## src/rtl/ps2_kb_scan_ctrl.sv

```systemverilog
`default_nettype none
// ============================================================================
// Module   : ps2_kb_scan_ctrl
// Brief    : Oversampling PS/2 keyboard receiver with E0/F0 prefix folding
//            and a valid/ready event FIFO.
// Revision : 1.0 - initial release
// ============================================================================
module ps2_kb_scan_ctrl #(
    parameter int TIMEOUT_CYCLES = 5000,
    parameter int FIFO_DEPTH     = 4
) (
    input  logic       Clk,
    input  logic       Reset,
    input  logic       KB_Clk,
    input  logic       KB_Data,
    output logic [7:0] Key_Code,
    output logic       Key_Ext,
    output logic       Key_Release,
    output logic       Key_Valid,
    input  logic       Key_Ready,
    output logic       Frame_Err,
    output logic       Overflow
);

    localparam int C_ADDR_W = $clog2(FIFO_DEPTH);
    localparam int C_CNT_W  = C_ADDR_W + 1;
    localparam int C_TO_W   = $clog2(TIMEOUT_CYCLES + 1);

    typedef enum logic [1:0] {
        S_IDLE   = 2'd0,
        S_DATA   = 2'd1,
        S_PARITY = 2'd2,
        S_STOP   = 2'd3
    } state_t;

    // Synchronisers reset high so a reset never manufactures a falling edge
    logic r_kbc_s1, r_kbc_s2, r_kbc_d;
    logic r_kbd_s1, r_kbd_s2;
    logic w_fall;

    always_ff @(posedge Clk) begin
        if (Reset) begin
            r_kbc_s1 <= 1'b1;
            r_kbc_s2 <= 1'b1;
            r_kbc_d  <= 1'b1;
            r_kbd_s1 <= 1'b1;
            r_kbd_s2 <= 1'b1;
        end else begin
            r_kbc_s1 <= KB_Clk;
            r_kbc_s2 <= r_kbc_s1;
            r_kbc_d  <= r_kbc_s2;
            r_kbd_s1 <= KB_Data;
            r_kbd_s2 <= r_kbd_s1;
        end
    end

    assign w_fall = r_kbc_d & ~r_kbc_s2;

    // Frame FSM
    state_t            r_state, w_state_nxt;
    logic [2:0]        r_bit_cnt, w_bit_cnt_nxt;
    logic [7:0]        r_shift, w_shift_nxt;
    logic              r_parity, w_parity_nxt;
    logic [C_TO_W-1:0] r_to_cnt;
    logic              w_timeout;
    logic              w_byte_done;
    logic              w_frame_err;

    always_comb begin
        w_state_nxt   = r_state;
        w_bit_cnt_nxt = r_bit_cnt;
        w_shift_nxt   = r_shift;
        w_parity_nxt  = r_parity;
        w_byte_done   = 1'b0;
        w_frame_err   = 1'b0;
        w_timeout     = (r_state != S_IDLE) && !w_fall &&
                        (r_to_cnt == C_TO_W'(TIMEOUT_CYCLES - 1));
        if (w_fall) begin
            case (r_state)
                S_IDLE: begin
                    if (!r_kbd_s2) begin
                        w_state_nxt   = S_DATA;
                        w_bit_cnt_nxt = 3'd0;
                    end
                end
                S_DATA: begin
                    w_shift_nxt[r_bit_cnt] = r_kbd_s2;
                    if (r_bit_cnt == 3'd7) begin
                        w_state_nxt = S_PARITY;
                    end else begin
                        w_bit_cnt_nxt = r_bit_cnt + 3'd1;
                    end
                end
                S_PARITY: begin
                    w_parity_nxt = r_kbd_s2;
                    w_state_nxt  = S_STOP;
                end
                default: begin
                    if (r_kbd_s2 && (^{r_shift, r_parity})) begin
                        w_byte_done = 1'b1;
                    end else begin
                        w_frame_err = 1'b1;
                    end
                    w_state_nxt = S_IDLE;
                end
            endcase
        end else if (w_timeout) begin
            w_state_nxt = S_IDLE;
            w_frame_err = 1'b1;
        end
    end

    always_ff @(posedge Clk) begin
        if (Reset) begin
            r_state   <= S_IDLE;
            r_bit_cnt <= 3'd0;
            r_shift   <= 8'h00;
            r_parity  <= 1'b0;
            r_to_cnt  <= '0;
        end else begin
            r_state   <= w_state_nxt;
            r_bit_cnt <= w_bit_cnt_nxt;
            r_shift   <= w_shift_nxt;
            r_parity  <= w_parity_nxt;
            if (r_state == S_IDLE || w_fall) begin
                r_to_cnt <= '0;
            end else begin
                r_to_cnt <= r_to_cnt + C_TO_W'(1);
            end
        end
    end

    // Prefix decoder; queue entry layout is {ext, release, code}
    logic       r_ext_flag, r_rel_flag;
    logic       r_push;
    logic [9:0] r_push_data;
    logic       r_frame_err;

    always_ff @(posedge Clk) begin
        if (Reset) begin
            r_ext_flag  <= 1'b0;
            r_rel_flag  <= 1'b0;
            r_push      <= 1'b0;
            r_push_data <= 10'h000;
            r_frame_err <= 1'b0;
        end else begin
            r_push      <= 1'b0;
            r_frame_err <= w_frame_err;
            if (w_frame_err) begin
                r_ext_flag <= 1'b0;
                r_rel_flag <= 1'b0;
            end else if (w_byte_done) begin
                if (r_shift == 8'hE0) begin
                    r_ext_flag <= 1'b1;
                end else if (r_shift == 8'hF0) begin
                    r_rel_flag <= 1'b1;
                end else begin
                    r_push      <= 1'b1;
                    r_push_data <= {r_ext_flag, r_rel_flag, r_shift};
                    r_ext_flag  <= 1'b0;
                    r_rel_flag  <= 1'b0;
                end
            end
        end
    end

    // Event FIFO
    logic [9:0]          r_mem [FIFO_DEPTH];
    logic [C_ADDR_W-1:0] r_wr_ptr, r_rd_ptr;
    logic [C_CNT_W-1:0]  r_count;
    logic [9:0]          r_last;
    logic                r_overflow;
    logic                w_full, w_pop, w_wr;
    logic [9:0]          w_head;

    assign w_full = (r_count == C_CNT_W'(FIFO_DEPTH));
    assign w_pop  = (r_count != '0) & Key_Ready;
    assign w_wr   = r_push & (!w_full | w_pop);

    always_ff @(posedge Clk) begin
        if (w_wr) begin
            r_mem[r_wr_ptr] <= r_push_data;
        end
    end

    always_ff @(posedge Clk) begin
        if (Reset) begin
            r_wr_ptr   <= '0;
            r_rd_ptr   <= '0;
            r_count    <= '0;
            r_last     <= 10'h000;
            r_overflow <= 1'b0;
        end else begin
            r_overflow <= r_push & w_full & ~w_pop;
            if (w_wr) begin
                r_wr_ptr <= r_wr_ptr + C_ADDR_W'(1);
            end
            if (w_pop) begin
                r_rd_ptr <= r_rd_ptr + C_ADDR_W'(1);
            end
            if (r_count != '0) begin
                r_last <= r_mem[r_rd_ptr];
            end
            case ({w_wr, w_pop})
                2'b10:   r_count <= r_count + C_CNT_W'(1);
                2'b01:   r_count <= r_count - C_CNT_W'(1);
                default: r_count <= r_count;
            endcase
        end
    end

    // When empty, the outputs keep showing the most recently presented entry
    always_comb begin
        w_head = (r_count != '0) ? r_mem[r_rd_ptr] : r_last;
    end

    assign Key_Code    = w_head[7:0];
    assign Key_Release = w_head[8];
    assign Key_Ext     = w_head[9];
    assign Key_Valid   = (r_count != '0);
    assign Frame_Err   = r_frame_err;
    assign Overflow    = r_overflow;

endmodule
`default_nettype wire

```

## config.mk

```make
export PLATFORM = sky130hd
export DESIGN_NAME = ps2_kb_scan_ctrl
export DESIGN_NICKNAME = d
export VERILOG_FILES = /design/src/rtl/ps2_kb_scan_ctrl.sv
export SDC_FILE = /design/constraint.sdc
export NUM_CORES = 1
export LEC_CHECK = 0
export BUFFER_PORTS_ARGS = -buffer_cell sky130_fd_sc_hd__clkbuf_2
export CORE_ASPECT_RATIO = 0.6
export CORE_MARGIN = 1.5
export CORE_UTILIZATION = 45
export CTS_CLUSTER_DIAMETER = 100
export CTS_CLUSTER_SIZE = 20
export DETAILED_ROUTE_END_ITERATION = 8
export HOLD_SLACK_MARGIN = 0.12
export PLACE_DENSITY_LB_ADDON = 0.08
export SYNTH_ARGS = -nofsm -noshare
export SYNTH_HDL_FRONTEND = slang
export SYNTH_SLANG_ARGS = --single-unit
export TNS_END_PERCENT = 1
```

## constraint.sdc

```tcl
create_clock -name Clk -period 5 [get_ports Clk]
set_clock_uncertainty 0.1 [all_clocks]
set_input_delay 0.5 -clock Clk [delete_from_list [all_inputs] [get_ports Clk]]
set_output_delay 0.5 -clock Clk [all_outputs]
set_load 0.03 [all_outputs]
```

* Yosys cells after proc, flatten, opt, wreduce, memory -nomap -nowiden *
Memory sizes are Yosys's and may differ from the RTL's. A register that Yosys moved wholly into a read port is not among the register bits.
Index checks and enable logic that the tools add are counted.

operators by class
  add/subtract/negate cells = 6
  $lt $le $gt $ge = 2
  equality and inequality tests = 14
  multiplexer cells = 28
  bitwise operators = 12
  reductions and logical operators = 25

operators by type and width
  operator                 number
  $eq A8 B8 Y1 const B     2
  $mux W1                  14
  $add A13 B1 Y13 const B  1
  $eq A13 B13 Y1 const B   1
  $mux W2                  6
  $pmux W3 S2              2
  $mux W10                 1
  $reduce_xor A9 Y1        1
  $bwmux W8                1
  $reduce_and A2 Y1        4
  $reduce_and A4 Y1        2
  $reduce_bool A2 Y1       4
  $add A3 B1 Y3 const B    2
  $eq A3 B3 Y1 const B     2
  $mux W3                  2
  $ne A2 B2 Y1 const B     3
  $ne A3 B3 Y1 const B     2
  $not A1 Y1               6
  $pmux W2 S3              1
  $and A1 B1 Y1            5
  $add A2 B1 Y2 const B    2
  $eq A2 B1 Y1 const B     2
  $eq A2 B2 Y1 const B     2
  $logic_and A1 B1 Y1      4
  13 further kinds         15

word-level totals
  register bits = 64
  RAM bits = 40
  bits of input ports = 5
  logic and storage cells = 108
  memories = 1

memory list
  name   depth  width  read ports  clocked after memory_dff  wr ports  RTL line  source
  r_mem  4      10     1           1                         1         168       logic [9:0] r_mem [FIFO_DEPTH];

* Depth between registers and ports, before layout *
Gate-level depths: netlist (run 1).

  word-level depth = 9
  gate-level depth with buffers = 9
  depth with buffers taken out = 9

* Least setup slack after synthesis (run 1) *
Ideal clock, no wire load.

  kind = input-to-reg
  start point = input port Key_Ready
  end point = register r_count[2]
  arrival = 2.581 ns
  required time = 4.830 ns
  setup slack = 2.248 ns
  cell stages on the path = 9
  path buffers = 0
  cell sequence = or4b_2 and2_1 inv_1 ha_1 inv_1 fa_1 xor2_1 or3_1 a21oi_1

on the way
  word-level cells in the longest chain between the ends = 5
  elaborated cells between the ends (all ways) = 7

ends and longest elaborated chain
  what                                               RTL line  source
  start, declared                                    20        input logic Key_Ready,
  $and A1 B1 Y1 *                                    177       assign w_pop = (r_count != '0) & Key_Ready;
  $or A1 B1 Y1                                       178       assign w_wr = r_push & (!w_full | w_pop);
  $and A1 B1 Y1                                      178
  $eq A2 B1 Y1 or $eq A2 B2 Y1 (tied branches)       204       case ({w_wr, w_pop})
  $pmux W3 S2 or $reduce_bool A2 Y1 (tied branches)  n/a
  end signal, assigned                               205       2'b10: r_count <= r_count + C_CNT_W'(1);
  end signal, assigned                               206       2'b01: r_count <= r_count - C_CNT_W'(1);
  end signal, assigned                               207       default: r_count <= r_count;
  end, declared                                      170       logic [C_CNT_W-1:0] r_count;

Mark *: on every way between the ends. The rest lies on a longest branch, timed or not.
A chain may end at the register's enable or synchronous reset.

* Worst setup path in the final report (run 1) *
  start point = register r_count[0]
  end point = register r_count[2]

on the way
  word-level cells in the longest chain between the ends = 6
  elaborated cells between the ends (all ways) = 12

ends and longest elaborated chain
  what                                                RTL line
  $eq A3 B3 Y1 or $reduce_bool A3 Y1 (tied branches)  176, 177
  $logic_not A1 Y1 or $and A1 B1 Y1 (tied branches)   178, 177
  $or A1 B1 Y1                                        178
  $and A1 B1 Y1                                       178
  $eq A2 B1 Y1 or $eq A2 B2 Y1 (tied branches)        204
  $pmux W3 S2 or $reduce_bool A2 Y1 (tied branches)   n/a

Several ways; a longest one is shown, not always the timed one.

==> results of run 1 <==
## worst register-to-register path, delay by kind of cell, from the launching register on
kind | cells | cell delay, ns
AO/OA/AOI/OAI | 1 | 0.15
XOR/XNOR | 1 | 0.16
adder cells (fa/ha/maj) | 2 | 0.55
buffers and inverters | 2 | 0.14
flip-flops | 1 | 0.33
AND/OR/NAND/NOR | 3 | 1.30
## flip-flops by register name (all words and copies together) (netlist names), 2 cells and up, named ones only
signal and flops:
r_bit_cnt 3, r_push_data 10, r_last 10, r_state 2
r_rd_ptr 2, r_shift 8, r_count 3, r_to_cnt 13
r_wr_ptr 2, r_mem 40
## cell usage in the layout (no fill, tap or decap), drive strengths merged, types with 4 or more instances in the layout
master and count:
ha 13, nand3 15, xnor2 7, and2 14, dfxtp 66, o21ai 9, or2 6, nand4 4
edfxtp 40, nor2 30, xor2 12, mux2i 15, or3 6, and3 6, clkbuf 30, mux4 10
nand2 34, inv 11, mux2 10, a21oi 12
## metrics by stage
stage	setup WS, ns	instances	util	power, W
CTS	2.13	514	0.518	0.00155
global placement	2.09	498	0.491	0.000925
floorplan	2.25	366	-	0.000920
global route	2.05	514	0.518	0.00159
detailed placement	2.02	498	0.491	0.000925
finish	2.19	514	0.518	0.00153
## metal layers
layer  vias up  routed length, um
li1       1318                  -
met5         -                  0
met3         4                306
met4         0                 57
met2        34               3160
met1      1233               4110
## synth_stat cells, drive strengths merged
cell | count | area, um^2
or4 | 1 | 7.51
nand4b | 2 | 17.5
or2 | 6 | 37.5
nor4b | 1 | 15.0
nor3 | 3 | 15.0
dfxtp | 66 | 1320
inv | 11 | 41.3
o21ai | 9 | 45.0
o211ai | 1 | 7.51
nor3b | 3 | 22.5
o21a | 1 | 7.51
or3b | 1 | 8.76
nand2b | 1 | 6.26
nand4 | 4 | 25.0
edfxtp | 40 | 1200
nand2 | 34 | 128
nand3 | 15 | 75.1
a21boi | 1 | 7.51
nand3b | 3 | 22.5
nor2b | 1 | 6.26
xor2 | 12 | 105
ha | 13 | 163
mux2 | 10 | 113
o41a | 1 | 11.3
mux2i | 15 | 163
and3b | 1 | 8.76
and2 | 14 | 87.6
buf | 2 | 16.3
mux4 | 10 | 225
or3 | 6 | 37.5
nor2 | 30 | 113
xnor2 | 7 | 61.3
fa | 1 | 20.0
a21oi | 12 | 67.6
a2111oi | 2 | 30.0
clkbuf | 13 | 48.8
and3 | 6 | 37.5
and2b | 1 | 10.0
xnor3 | 2 | 46.3
or4b | 1 | 10.0
nor4 | 3 | 18.8
## path summary, 6_finish.rpt
kind,end,slack [ns],depth (start not counted)
hold reg to reg,r_kbd_s2,0.31,1
setup reg to reg,r_count[2],2.19,9
hold / removal,r_kbd_s1,0.24,2
setup / recovery,r_count[2],2.19,9
## where the power goes
group	internal (W)	leakage, nW	switching (W)
logic	0.00000320	0.669	0.00000957
registers	0.000890	0.996	0.00000206
clock network	0.000337	0.124	0.000286
total	0.00123	1.79	0.000297
## kinds of logic (layout without fill, tap and decap cells)
family	after synthesis	after routing	synth area share
adder cells (fa/ha/maj)	14	14	0.0414
AO/OA/AOI/OAI	27	27	0.0400
buffers and inverters	26	44	0.0241
multiplexers	35	35	0.113
flip-flops	106	106	0.572
AND/OR/NAND/NOR	137	137	0.161
XOR/XNOR	21	21	0.0482
## area by class of cell
| class | instances | area, um^2 | area share |
|---|---|---|---|
| inverter | 11 | 41.3 | 0.00851 |
| sequential | 106 | 2520 | 0.520 |
| timing repair buffer | 17 | 85.1 | 0.0175 |
| multi-input combinational | 234 | 1780 | 0.367 |
| clock inverter | 3 | 17.5 | 0.00361 |
| tap | 130 | 163 | 0.0335 |
| clock buffer | 13 | 240 | 0.0495 |
==> reports/results.ini, run 1 <==
[run_status]
status = completed

[drt]
drt_iter0_markers = 184
avgRoutedWirePerCell_um = 14.8
drcViolationCount = 0
finalWirelength_um = 7630
vias_per_cell = 5.04
vias = 2589
first_pass_iters = 6
ant_nets = 0

[logic_synthesis]
syn_area_um2 = 4410
synth-seq-area-share = 0.572
ys_ff_latch = 106
syn_area_per_cell_um2 = 12.1
synth_cell_types = 46
synth_warnings = 0
synth_nets = 385
synth_cells = 366

[power_and_ir_drop]
peakVddDrop_v = 0.000162
p_leak_nw = 1.79
power.density_nw_per_um2 = 315

[timing]
maxSlewViolCount = 0
rsz0062_at_grt = false
fmax_mhz = 356
tightest_slew_ns = 0.936
fin_setup_tns_ns = 0
finalHoldViolations = 0
hold_ws_ns = 0.242
finalCritPeriodShare = 0.561
slew_headroom = 0.375
setup_viol_count_final = 0
fin_crit_ns = 2.81

[clock_network]
numCtsBuffers = 9
clock_latency_ns = 0.34
cts.repair.resized = 0
cts_tree = built
root_buffer = clkbuf_16
path_clk_slew_ns = 0.06
clock_path_buffers = 2
cts_max_level = 3
cts_sinks = 106
cts_post_setup_buffers_inserted = 0
hold_buffers = 0

[floorplan]
placementRows = 27
ios = 18
die_x_um = 131
dieArea_um2 = 10400
start_util = 0.471
die_height_um = 79.7
placeableCoreArea_um2 = 9360

[setup_path]
crit_path_max_fanout = 6
cpPeakStageDelay_ns = 0.74
crit_chain = or4b_2 > and2_1 > inv_1 > ha_1 > inv_1 > fa_1 > xor2_1 > or3_1 > a21oi_1
r2r_start = r_count[0]
critical_path_arrival_ns = 2.97
critPathTopFamily = simple AND/OR/NAND/NOR gates
cp-start-kind = register
slowest_stage = or4b_2
crit_type = reg2reg
cp_num_buf_inv = 2
critPathRequiredTime_ns = 5.16
endpoint_kind = register
cp_common_cell = inv_1
crit_start = r_count[0]

[global_routing]
antenna_found_initial = 0
grt_use_met1 = 0.244
grt_pass1_wl_um = 12500
track_usage = 0.162
grt_busiest_layer = met1
grt_pass1_vias = 2439
grtUsageMet2 = 0.223
grt_overflow_total = 0
grt_max_degree = 33
grt_use_met3 = 0.0462

[layout]
num_antenna_cells = 0
layout-drive-gt1-share = 0.164
fin_area_um2 = 4850
fill_cells = 827
nets = 398
areaGrowthSynthToFinish_pct = 9.99

[run]
cap_violations = 0

[worst_hold_path]
min_path_type = in2reg
hold_start = KB_Data

[place]
place_area_um2 = 4590
portBuffers = 17
hpwl_um = 5230
gp_congestion = 0.727

Note: power is estimated with default switching activity, not from simulation.
==> run 2: changes to the inputs <==
- clock period: 5 -> 2.6 ns (I/O delays scaled with it)
==> reports/results.ini, run 2 (synthesized netlist as in run 1, its figures left out) <==
[run]
cap_violations = 0  ; unchanged

[clock_network]
numCtsBuffers = 9  ; unchanged
path_clk_slew_ns = 0.07  ; about the same
clock_latency_ns = 0.34  ; about the same
cts_sinks = 106  ; unchanged
clock_path_buffers = 2  ; unchanged
cts_max_level = 3  ; unchanged
cts_tree = built
root_buffer = clkbuf_16

[layout]
regArea_um2 = 2520  ; about the same
areaGrowthSynthToFinish_pct = 12.9
largest_register = r_mem
reg_top3 = r_mem (40), r_to_cnt (13)
final_cell_mix = 65 x dfxtp_1, 40 x edfxtp_1, 34 x nand2_1, 30 x nor2_1, 17 x clkbuf_2
multi_input_area_um2 = 1790  ; +0.63%
fill_cells = 799  ; -3.4%
nets = 412  ; +3.5%
mostFrequentLayoutCell = dfxtp_1
num_antenna_cells = 0  ; unchanged
largest_reg_flops = 40  ; unchanged
layout-drive-gt1-share = 0.198  ; +0.0344

[power_and_ir_drop]
power.density_nw_per_um2 = 595  ; +89%
p_leak_nw = 1.87  ; +4.4%
peakVddDrop_v = 0.000270  ; +67%

[setup_path]
r2r_cells = 9  ; unchanged
cp_num_buf_inv = 2  ; unchanged
r2r_end = r_count[2]
crit_cells = 9  ; unchanged
cpPeakStageDelay_ns = 0.53  ; -0.21 ns
critical_path_arrival_ns = 2.55  ; -0.42 ns
crit_type = reg2reg
cp_common_cell = inv_1
critPathTopFamily = simple AND/OR/NAND/NOR gates
slowest_stage = or4b_4
critPathRequiredTime_ns = 2.77  ; -2.39 ns
crit_path_max_fanout = 3  ; -3
cp-start-kind = register
ff2ff_setup_slack_ns = 0.22  ; -1.97 ns
endpoint_kind = register
r2r_start = r_count[0]
crit_chain = or4b_4 > and2_4 > inv_1 > ha_2 > inv_1 > fa_2 > xor2_1 > or3_1 > a21oi_1

[place]
gp_congestion = 0.720  ; -0.92%
hpwl_um = 5490  ; +4.9%
portBuffers = 17  ; unchanged
pre_cts_ws_ns = 0.00591  ; -2.01 ns

[timing]
maxSlewViolCount = 0  ; unchanged
slew_headroom = 0.548  ; +0.173
setup_viol_count_final = 0  ; unchanged
finalCritPeriodShare = 0.915  ; +0.354
fin_setup_tns_ns = 0  ; unchanged
rsz0062_at_grt = false
finalHoldViolations = 0  ; unchanged
fmax_mhz = 420  ; +18%
fin_crit_ns = 2.38  ; -0.425 ns
tightest_slew_ns = 0.677  ; -0.259 ns
setup_slack_ns = 0.220  ; -1.97 ns

[floorplan]
die_x_um = 131  ; unchanged
ios = 18  ; unchanged
placementRows = 27  ; unchanged
die_height_um = 79.7  ; unchanged
start_util = 0.471  ; unchanged
dieArea_um2 = 10400  ; unchanged
placeableCoreArea_um2 = 9360  ; unchanged

[global_routing]
grt_overflow_total = 0  ; unchanged
antenna_found_initial = 0  ; unchanged
track_usage = 0.169  ; +0.00702
grt_pass1_wl_um = 13100  ; +4.3%
grt_pass1_vias = 2556  ; +4.8%
grt_max_degree = 32  ; -3.0%

[worst_hold_path]
min_path_type = in2reg
holdPathEnd = Overflow
hold_start = Key_Ready
hold_depth = 4  ; +2

[drt]
avgRoutedWirePerCell_um = 14.9  ; +0.64%
finalWirelength_um = 7890  ; +3.4%
vias = 2698  ; +4.2%
ant_nets = 0  ; unchanged
drcViolationCount = 0  ; unchanged
first_pass_iters = 4  ; -2
vias_per_cell = 5.11  ; +1.4%
drt_iter0_markers = 125  ; -32%

[run_status]
status = completed

## run 2: changes by cell type in the layout (fill, tap and decap cells not counted), sizes merged
cell,delta
clkinv,+4
buf,+12
clkinvlp,-1
clkbuf,-3
dlygate4sd3,+2
## run 2: final cells by class
type                    count  share of cell area
flip-flops and latches    106               0.507
multi-input cells         234               0.360
clock inverters             6             0.00679
clock buffers              10              0.0460
inverters                  11             0.00829
repair buffers             31              0.0392
well taps                 130              0.0327
## run 2: metal layers
metal  global-route usage  wire (um)  share of wire  up-vias
met5                    0          0              0        -
met4               0.0681        109          0.014        0
met3               0.0462        251          0.032        8
met2                0.239       3300           0.42       37
met1                0.245       4230           0.54     1304
li1                     -          -              -     1349
## run 2: per-stage QoR
| stage | power (W) | hold WS [ns] | instance area [um^2] | util | instances |
|---|---|---|---|---|---|
| 2_1_floorplan | 0.00177 | 0.264 | 4410 | - | 366 |
| 3_3_place_gp | 0.00178 | 0.297 | 4680 | 0.500 | 509 |
| 3_5_place_dp | 0.00178 | 0.300 | 4680 | 0.500 | 509 |
| 4_1_cts | 0.00300 | 0.222 | 4960 | 0.530 | 527 |
| 5_1_grt | 0.00307 | 0.242 | 4980 | 0.532 | 528 |
| 6_report | 0.00296 | 0.229 | 4980 | 0.532 | 528 |
## run 2: worst max path at each step
stage	from	endpoint	slack, ns
3_3_place_gp	Key_Ready	r_count[2]	0.05
4_1_cts	r_count[0]	r_count[2]	0.02
3_5_place_dp	Key_Ready	r_count[2]	0.006
6_report	r_count[0]	r_count[2]	0.22
2_1_floorplan	r_count[0]	r_count[2]	0.004
5_1_grt	r_count[0]	r_count[2]	0.12
## run 2: repair_timing
action / in CTS / in global routing
cloned: 0 / 0
pin swaps: 1 / 0
setup buffers: 0 / 1
hold buffers: 2 / 0
endpoints found under the hold margin: 2 / 0
endpoints found under the setup margin: 1 / 1
resized for setup: 0 / 4
## run 2: power breakdown
| part | internal (W) | total, W | switching [W] |
|---|---|---|---|
| Combinational | 0.0000118 | 0.0000349 | 0.0000231 |
| Sequential | 0.00171 | 0.00171 | 0.00000176 |
| Clock | 0.000642 | 0.00122 | 0.000574 |
| Total | 0.00236 | 0.00296 | 0.000599 |
## run 2: worst min-delay path, cell delays in order
cell and delay, ns:
clkbuf_2 0.09, or4b_4 0.12, buf_4 0.12, nor3b_1 0.04
==> run 3: changes to the inputs <==
- ABC_AREA: not set -> 1
==> reports/results.ini, run 3 <==
[run_status]
status = completed

[global_routing]
grt_max_degree = 25  ; -22%
track_usage = 0.186  ; +0.0167
grt_pass1_wl_um = 15400  ; +18%
antenna_found_initial = 0  ; unchanged
grt_overflow_total = 0  ; unchanged
grt_pass1_vias = 3060  ; +20%

[drt]
drcViolationCount = 0  ; unchanged
vias_per_cell = 4.88  ; -4.4%
vias = 3429  ; +27%
first_pass_iters = 5  ; +1
ant_nets = 0  ; unchanged
finalWirelength_um = 9230  ; +17%
avgRoutedWirePerCell_um = 13.2  ; -12%
drt_iter0_markers = 281  ; +120%

[logic_synthesis]
synth_edf_count = 40  ; unchanged
synth_warnings = 0  ; unchanged
synth_nets = 552  ; +43%
synth_cells = 533  ; +46%
synth-seq-area-share = 0.550  ; -0.0217
syn_area_um2 = 4580  ; +3.9%
yosys.area.top_type = dfxtp_1
synthArstFlopShare = 0  ; unchanged
ys_ff_latch = 106  ; unchanged
synth_area_leaders = dfxtp_1 29%, edfxtp_1 26%, nand2_1 7.7%, nor2_1 6.4%, inv_1 6.2%
synth.most_common_cell = nand2_1
synthFlopType = dfxtp_1
synth_cell_types = 32  ; -30%
syn_area_per_cell_um2 = 8.60  ; -29%
synth_top_area_frac = 0.288  ; -0.0114
ys_top_cells_by_count = 94 x nand2_1, 78 x nor2_1, 76 x inv_1, 66 x dfxtp_1, 41 x a21oi_1

[clock_network]
numCtsBuffers = 9  ; unchanged
clock_path_buffers = 2  ; unchanged
cts_tree = built
path_clk_slew_ns = 0.07  ; about the same
cts_max_level = 3  ; unchanged
cts_sinks = 106  ; unchanged
cts_post_setup_buffers_inserted = 0  ; unchanged
clock_latency_ns = 0.35  ; about the same
root_buffer = clkbuf_16

[setup_path]
r2r_cells = 10  ; +1
r2r_end = r_count[2]
endpoint = Key_Ext
endpoint_kind = output port
ff2ff_setup_slack_ns = 0.50  ; +0.28 ns
slowest_stage = dfxtp_1
r2r_start = r_count[0]
cpPeakStageDelay_ns = 0.76  ; +0.23 ns
crit_type = reg2out
crit_chain = o21ai_0 > o32ai_1 > nand2_1 > nand2_1 > clkbuf_2
cp-start-kind = register
critPathRequiredTime_ns = 2.24  ; -0.53 ns
crit_cells = 5  ; -4
crit_path_max_fanout = 20  ; +17
cp_common_cell = nand2_1
cp_num_buf_inv = 1  ; -1
critPathTopFamily = flip-flops
critical_path_arrival_ns = 2.04  ; -0.51 ns

[timing]
finalCritPeriodShare = 0.924  ; +0.00829
rsz0062_at_grt = false
finalHoldViolations = 0  ; unchanged
setup_viol_count_final = 0  ; unchanged
fmax_mhz = 416  ; -0.90%
fin_setup_tns_ns = 0  ; unchanged
fin_crit_ns = 2.40  ; +0.0215 ns
tightest_slew_ns = 0.682  ; +0.00485 ns
maxSlewViolCount = 0  ; unchanged
hold_ws_ns = 0.277  ; +0.0488 ns
slew_headroom = 0.545  ; -0.00336

[layout]
num_antenna_cells = 0  ; unchanged
largest_register = r_mem
fin_util = 0.527  ; -0.00543
fin_area_um2 = 5200  ; +4.5%
areaGrowthSynthToFinish_pct = 13.5
final_cell_mix = 94 x nand2_1, 78 x nor2_1, 77 x inv_1, 66 x dfxtp_1, 41 x a21oi_1
nets = 581  ; +41%
mostFrequentLayoutCell = nand2_1
largest_reg_flops = 40  ; unchanged
layout-drive-gt1-share = 0.131  ; -0.0680
reg_top3 = r_mem (40), r_to_cnt (13)

[floorplan]
placeableCoreArea_um2 = 9880  ; +5.6%
start_util = 0.464  ; -0.00729
ios = 18  ; unchanged
placementRows = 28  ; +3.7%
die_height_um = 81.2  ; +1.9%
dieArea_um2 = 10800  ; +3.8%
die_x_um = 133  ; +1.9%

[power_and_ir_drop]
clockPowerShare = 0.386  ; -0.024
p_seq_frac = 0.513  ; -0.065
p_int_w = 0.00257  ; +8.5%
combPwrFrac = 0.101  ; +0.089
total_power_w = 0.00343  ; +16%
switching_share = 0.253  ; +0.0511
peakVddDrop_v = 0.000412  ; +53%
p_leak_nw = 2.07  ; +11%
power.density_nw_per_um2 = 660  ; +11%
power.switching_w = 0.000870  ; +45%

[place]
gp_congestion = 0.756  ; +4.9%
portBuffers = 17  ; unchanged
hpwl_um = 6590  ; +20%
place_area_um2 = 4870  ; +4.2%

[worst_hold_path]
hold_depth = 3  ; -1
min_path_type = in2reg

[run]
cap_violations = 0  ; unchanged

[run 3: per-stage QoR]
step | setup WS (ns) | instances
3_3_place_gp | 0.530 | 683
3_5_place_dp | 0.510 | 683
5_1_grt | 0.0115 | 702
4_1_cts | 0.182 | 702
2_1_floorplan | 0.654 | 533
6_report | 0.199 | 702
[run 3: worst min path at each step]
stage                     startpoint         to  slack (ns)
final                          Reset     r_push        0.28
after global routing           Reset  r_last[9]        0.29
after CTS                      Reset     r_push        0.27
after detailed placement    r_kbd_s1   r_kbd_s2        0.30
after global placement      r_kbc_s1   r_kbc_s2        0.30
after floorplan               KB_Clk   r_kbc_s1        0.26
[run 3: power groups by stage]
| stage | sequential, W | clock (W) | combinational (W) |
|---|---|---|---|
| 2_1_floorplan | 0.00178 | 0 | 0.000245 |
| 3_3_place_gp | 0.00180 | 0 | 0.000339 |
| 6_report | 0.00176 | 0.00133 | 0.000348 |
| 4_1_cts | 0.00176 | 0.00136 | 0.000346 |
| 3_5_place_dp | 0.00180 | 0 | 0.000341 |
| 5_1_grt | 0.00177 | 0.00142 | 0.000390 |
[run 3: kinds of logic after synthesis]
group                    count (synthesis)  share of synthesized area
AO/OA/AOI/OAI                           89                      0.111
flip-flops                             106                      0.550
adder cells (fa/ha/maj)                 14                     0.0398
AND/OR/NAND/NOR                        226                      0.214
buffers and inverters                   96                     0.0813
XOR/XNOR                                 2                    0.00382
[run 3: routing by layer]
metal	global-route usage	vias up	wire (um)
li1	-	1799	-
met2	0.267	59	3590
met1	0.276	1559	5200
met4	0.0587	0	102
met5	0	-	0
met3	0.0437	12	340
[run 3: worst register-to-register path, stage by stage, from the launching register on]
cell and delay [ns]:
dfxtp_1 0.34, nor2_1 0.14, nand3_1 0.10, nand2_1 0.23
ha_1 0.20, inv_1 0.06, fa_1 0.37, a21oi_1 0.14
o21ai_0 0.10, o21ai_0 0.16, a21oi_1 0.05
[run 3: cell type report]
| type | instances | area (um^2) |
|---|---|---|
| well taps | 135 | 169 |
| inverters | 79 | 297 |
| fillers | 935 | 4680 |
| clock inverters | 5 | 37.5 |
| clock buffers | 11 | 253 |
| multi-input cells | 331 | 1700 |
| flip-flops and latches | 106 | 2520 |
| repair buffers | 35 | 228 |
[run 3: what timing repair did]
| action | in CTS | in global routing |
|---|---|---|
| endpoints found under the setup margin | 0 | 1 |
| hold endpoints to repair | 3 | 0 |
| hold buffers | 3 | 0 |
| gates resized for setup | 0 | 1 |
